## src/rtl/product_accumulator_pkg.sv

```systemverilog
// Shared types and default sizing for the product accumulator.
// Holds the FSM state encoding and the width defaults used by the top.
package product_accumulator_pkg;

    typedef enum logic [1:0] {
        StIdle = 2'd0,
        StAcc  = 2'd1,
        StDone = 2'd2
    } acc_state_e;

    localparam int unsigned DefPw = 16;
    localparam int unsigned DefAw = 24;
    localparam int unsigned LenW  = 8;

endpackage

```

## src/rtl/product_accumulator.sv

```systemverilog
// Sums a run of unsigned products into a wrapping accumulator with a sticky carry-out flag.
// Handshakes products in on in_valid/in_ready and the result out on out_valid/out_ready.
module product_accumulator
    import product_accumulator_pkg::*;
#(
    parameter int unsigned PW = DefPw,
    parameter int unsigned AW = DefAw
) (
    input  logic            clk,
    input  logic            rst_n,
    input  logic            start,
    input  logic [LenW-1:0] len,
    input  logic            in_valid,
    output logic            in_ready,
    input  logic [PW-1:0]   in_data,
    output logic            out_valid,
    input  logic            out_ready,
    output logic [AW-1:0]   sum,
    output logic            ovf,
    output logic            busy
);

    acc_state_e      r_state;
    logic [LenW-1:0] r_cnt;
    logic [AW-1:0]   r_sum;
    logic            r_ovf;
    logic            r_in_ready;
    logic            r_out_valid;
    logic            r_busy;

    logic            w_accept;
    logic [AW:0]     w_add;

    assign w_accept = in_valid & r_in_ready;
    // One extra bit on the adder captures the carry out of AW bits for ovf.
    assign w_add    = {1'b0, r_sum} + {{(AW + 1 - PW){1'b0}}, in_data};

    always_ff @(posedge clk) begin
        if (!rst_n) begin
            r_state     <= StIdle;
            r_cnt       <= '0;
            r_sum       <= '0;
            r_ovf       <= 1'b0;
            r_in_ready  <= 1'b0;
            r_out_valid <= 1'b0;
            r_busy      <= 1'b0;
        end else begin
            case (r_state)
                StIdle: begin
                    if (start) begin
                        r_sum  <= '0;
                        r_ovf  <= 1'b0;
                        r_busy <= 1'b1;
                        if (len != '0) begin
                            r_cnt      <= len;
                            r_state    <= StAcc;
                            r_in_ready <= 1'b1;
                        end else begin
                            r_state     <= StDone;
                            r_out_valid <= 1'b1;
                        end
                    end
                end
                StAcc: begin
                    if (w_accept) begin
                        r_sum <= w_add[AW-1:0];
                        r_ovf <= r_ovf | w_add[AW];
                        r_cnt <= r_cnt - 1'b1;
                        if (r_cnt == LenW'(1)) begin
                            r_state     <= StDone;
                            r_in_ready  <= 1'b0;
                            r_out_valid <= 1'b1;
                        end
                    end
                end
                StDone: begin
                    if (out_ready) begin
                        r_state     <= StIdle;
                        r_out_valid <= 1'b0;
                        r_busy      <= 1'b0;
                    end
                end
                default: begin
                    r_state     <= StIdle;
                    r_in_ready  <= 1'b0;
                    r_out_valid <= 1'b0;
                    r_busy      <= 1'b0;
                end
            endcase
        end
    end

    assign in_ready  = r_in_ready;
    assign out_valid = r_out_valid;
    assign sum       = r_sum;
    assign ovf       = r_ovf;
    assign busy      = r_busy;

endmodule
```

## config.mk

```make
export PLATFORM = sky130hd
export DESIGN_NAME = product_accumulator
export DESIGN_NICKNAME = d
export VERILOG_FILES = /design/src/rtl/product_accumulator_pkg.sv /design/src/rtl/product_accumulator.sv
export SDC_FILE = /design/constraint.sdc
export NUM_CORES = 1
export LEC_CHECK = 0
export ABC_AREA = 1
export CAP_MARGIN = 20
export CORE_MARGIN = 3
export CORE_UTILIZATION = 53
export DETAILED_ROUTE_END_ITERATION = 8
export HOLD_SLACK_MARGIN = 0.12
export PLACE_DENSITY = 0.89
export SETUP_SLACK_MARGIN = 0.1
export SLEW_MARGIN = 30
export SYNTH_ARGS = -nofsm -noshare
export SYNTH_HDL_FRONTEND = slang
export SYNTH_SLANG_ARGS = --single-unit
```

## constraint.sdc

```tcl
create_clock -name clk -period 1.95 [get_ports clk]
set_input_delay 0.39 -clock clk [delete_from_list [all_inputs] [get_ports clk]]
set_output_delay 0.39 -clock clk [all_outputs]
set_load 0.02 [all_outputs]
```

# Yosys cells after proc, flatten, opt, wreduce, memory -nomap -nowiden
# Index checks and enable logic that the tools add are counted.
dict set report op_classes {
  n_addsub 2
  multipliers 0
  n_div 0
  n_lt_le_gt_ge 0
  n_eq_ne 9
  shift 0
  n_mux 29
  bitwise_logic 4
  reduce_logical 9
}
# operator count
set ops {}
lappend ops {{2-to-1 mux 24 bit} 2}
lappend ops {{case mux 24 bit (2 select lines)} 1}
lappend ops {{adder 24 x 16 -> 25 bit} 1}
lappend ops {{2-to-1 mux 8 bit} 3}
lappend ops {{case mux 8 bit (2 select lines)} 1}
lappend ops {{2-to-1 mux 1 bit} 12}
lappend ops {{inequality test 2 bit (second input constant)} 6}
lappend ops {{2-to-1 mux 2 bit} 5}
lappend ops {{AND reduction 5 bit} 2}
lappend ops {{case mux 1 bit (3 select lines)} 3}
lappend ops {{== test 8 x 1 -> 1 bit (second input constant)} 1}
lappend ops {{AND reduction 4 bit} 2}
lappend ops {{nonzero test 8 bit} 1}
lappend ops {{subtractor 8 x 1 -> 8 bit (second input constant)} 1}
lappend ops {{case mux 2 bit (3 select lines)} 1}
lappend ops {{AND reduction 3 bit} 2}
lappend ops {{== test 2 x 1 -> 1 bit (second input constant)} 1}
lappend ops {{== test 2 bit (second input constant)} 1}
lappend ops {{zero test 2 bit} 1}
lappend ops {{NOT 1 bit} 2}
lappend ops {{case mux 1 bit (2 select lines)} 1}
lappend ops {{nonzero test 2 bit} 1}
lappend ops {{bitwise AND 1 bit} 1}
lappend ops {{OR 1 bit} 1}
dict set report word_totals {
  reg_bits 38
  latchBits 0
  mem_bits_rw 0
  mem_bits_ro 0
  out_inout_bits 28
  elab_cells 60
  memories 0
}

# Depth between registers and ports, before layout
dict set report logic_depth {
  ltp_word 4
  depth_mapped 12
}

# Worst setup path before layout
# Ideal clock, no wire load.
dict set report synth_path {
  path_kind {input-to-reg}
  start {in in_data[0]}
  end {reg r_sum[20], in the netlist sum[20]}
  setup_time_ns 0.115
  arrival_time_ns 1.707
  required_time_ns 1.835
  setup_slack_ns 0.128
  path_stages 11
  n_path_buf 0
  cell_sequence {ha_1 fa_1 nand2_1 nand3_1 and2_4 nand2_1 nand2_2 nand2_1 nand2_2 a21oi_1 nor2_1}
}
dict set report synth_between {
  elab_chain_len 3
}
# element line
set synth_rtl {}
lappend synth_rtl {{start: declaration} product_accumulator.sv:15} ;# input logic [PW-1:0] in_data,
lappend synth_rtl {{adder 24 x 16 -> 25 bit} product_accumulator.sv:36} ;# assign w_add = {1'b0, r_sum} + {{(AW + 1 - PW){1'b0}}, in_data};
lappend synth_rtl {{2-to-1 mux 24 bit} product_accumulator.sv:65} ;# if (w_accept) begin
lappend synth_rtl {{case mux 24 bit (2 select lines)} product_accumulator.sv:48} ;# case (r_state)
lappend synth_rtl {{end signal: assignment} product_accumulator.sv:66} ;# r_sum <= w_add[AW-1:0];
lappend synth_rtl {{end: declaration} product_accumulator.sv:25} ;# logic [AW-1:0] r_sum;
# Every way passes these cells. The select of a mux whose other input is x is not followed.
# A chain may end at the register's enable or synchronous reset.

# Final worst setup path
dict set report layout_path {
  start {in in_data[11]}
  end {reg r_sum[14], in the netlist sum[14]}
}
# Same word-level chain as after synthesis.

==> qor.yml <==
detailed_routing:
  drt_iter0_markers: 375
  wire_per_inst_um: 17.1
  drc_errors: 0
  wirelength_um: 11300
  ant_nets: 0
  vias: 3886
  drtPass1Iterations: 7
  post_drt_via_cell_ratio: 5.91
synth:
  synthTopCellsByArea: "dfxtp_1 (25%), nand2_1 (19%), inv_1 (8.6%), a21oi_1 (7.5%), ha_1 (7.5%)"
  synth.top_cell.area_share: 0.253
  ys_ff_latch: 38
  synth_commonest_cells: "nand2_1 (152), inv_1 (69), nor2_1 (47)"
  syn_area_um2: 3000
  synth_area_leader_cell: "dfxtp_1"
  syn_nets: 543
  ys_async_sr_fraction: 0
  syn-mean-instance-area_um2: 6.07
  ys_seq_area_frac: 0.253
  yosys_warnings: 0
  synth_edf_count: 0
  ys.flop_type: "dfxtp_1"
  yosys.cell_count.top_type: "nand2_1"
  syn-instance-count: 495
  synth_cell_types: 37
layout:
  nets: 634
  fin_cells: 657
  insertedDiodeCount: 0
  drive_gt1_frac: 0.235
  final_core_util: 0.835
  areaGrowthSynthToFinish_pct: 47.4
floorplanning:
  core_um2: 5300
  start_util: 0.567
  die_area_um2: 6610
  ios: 57
  rows: 26
  die_w_um: 81.3
  die_h_um: 81.3
power_and_ir_drop:
  irDropWorstVdd_uv: 464
  internal-power_mw: 1.70
  pwr-share-clk: 0.331
  power.switching_mw: 0.912
  p_per_area_nw_per_um2: 590
  p_leak_nw: 1.98
  sequentialPowerShare: 0.336
  swShare: 0.349
  fin_total_pwr_mw: 2.61
  combPwrFrac: 0.334
timing:
  rsz0062_at_grt: "yes"
  slew_viol_final: 0
  fmax_mhz: 516
  setup_violations: 0
  fin_crit_sh: 0.994
  timing.final.crit_period_ns: 1.94
  setup_slack_ns: 0.0126
  finalHoldViolCount: 0
  tightest_slew_ns: 0.464
  slew_headroom: 0.688
  worst_hold_slack_ns: 0.469
  skew_ns: 0.0105
global_routing:
  grt_pass1_wl_um: 15400
  antenna_found_initial: 0
  grtUsageTotal: 0.297
  grt_pass1_vias: 3430
  grt_start_max_net_pins: 20
  grt-ovfl-total: 0
worst_setup_path:
  critPathLaunchType: "input pin"
  arrival_ns: 2.13
  critical_path.max_fanout: 4
  cp.required_ns: 2.14
  cp-end-kind: "register"
  criticalPathCategory: "in2reg"
cts:
  clk_pin_slew_ns: 0.08
  clock_sinks: 38
  cts_root_buf: "clkbuf_8"
  htreeDepth: 2
  cts_buffers: 5
  cts_tree: "done"
  clk_path_buf_depth: 2
  clock_latency_ns: 0.31
  hold_buffers: 0
place:
  dpl.hpwl_um: 6790
  place_congestion: 0.939
  placed_cells_incl_taps: 644
  dp_slack_ns: -0.409
  port_buffers: 56
job:
  cap_violations: 0
run_status:
  outcome: "finished, final reports clean"
min_path:
  hold_path.class: "reg2reg"
sequential cells by signal (all words and copies together) (netlist names):
register	cells
busy	1
r_state	2
in_ready	1
ovf	1
sum	24
out_valid	1
r_cnt	8
cells in the final DEF (no fill, tap or decap), drive strengths merged, types with 3 or more instances in the layout:
cell / instances
nand2: 160
inv: 73
nor2: 52
clkdlybuf4s50: 46
nand3: 46
a21oi: 45
dfxtp: 38
buf: 36
ha: 18
o21ai: 16
or2: 8
dlymetal6s2s: 7
clkbuf: 5
nor3: 5
nand4: 4
nand3b: 4
and2: 4
xor2: 3
a31oi: 3
dlygate4sd2: 3
per-layer routing:
metal,share of wire,up-vias,global-route usage
met5,0,-,0
met4,0.065,0,0.120
met3,0.098,96,0.0488
met2,0.47,300,0.509
met1,0.37,1728,0.366
li1,-,1762,-
area by class of cell:
cell class              count  area [um^2]
clock buffers               5         68.8
clock inverters             3         68.8
fillers                   299          873
inverters                  73          279
multi-input cells         376         2310
flip-flops and latches     38          764
well taps                  70         87.6
repair buffers             92          848
power by group through the flow:
stage / logic (mW) / registers, mW / clock network, mW
global placement: 0.714 / 0.884 / 0
detailed placement: 0.738 / 0.886 / 0
floorplan: 0.452 / 0.904 / 0
global route: 0.937 / 0.884 / 0.876
CTS: 0.761 / 0.870 / 0.843
finish: 0.871 / 0.877 / 0.863
final timing paths:
kind             end  slack [ns]  cells after the start   startpoint
min reg2reg      ovf        0.47                      2          ovf
min              ovf        0.47                      2          ovf
max          sum[14]        0.01                     11  in_data[11]
max reg2reg  sum[14]        0.02                     10       sum[0]
critical path: stages:
cell and delay [ns]:
clkdlybuf4s50_1 0.46, ha_4 0.33, nand2_2 0.10, nor2_2 0.16
inv_1 0.09, nor3_2 0.11, nand2_1 0.14, nand2_1 0.10
nand2_1 0.07, nand3_1 0.10, a21oi_1 0.07
kinds of logic after synthesis:
logic type / Yosys count / share of synthesized area
adder cells (fa/ha/maj): 19 / 0.0816
flip-flops: 38 / 0.253
AND/OR/NAND/NOR: 284 / 0.426
buffers and inverters: 81 / 0.107
AO/OA/AOI/OAI: 69 / 0.120
XOR/XNOR: 4 / 0.0117
through the flow:
stage | cell area (um^2) | TNS, ns
2_1_floorplan | 3000 | 0
3_3_place_gp | 3840 | -5.31
3_5_place_dp | 3840 | -6.36
4_1_cts | 4080 | 0
5_1_grt | 4430 | -0.0318
6_report | 4430 | 0
timing repair:
| action | CTS | global route |
|---|---|---|
| pin swaps | 2 | 15 |
| setup buffers | 1 | 4 |
| gates resized for setup | 16 | 75 |
| endpoints found under the setup margin | 17 | 21 |
Power figures use the tool's default switching activity.
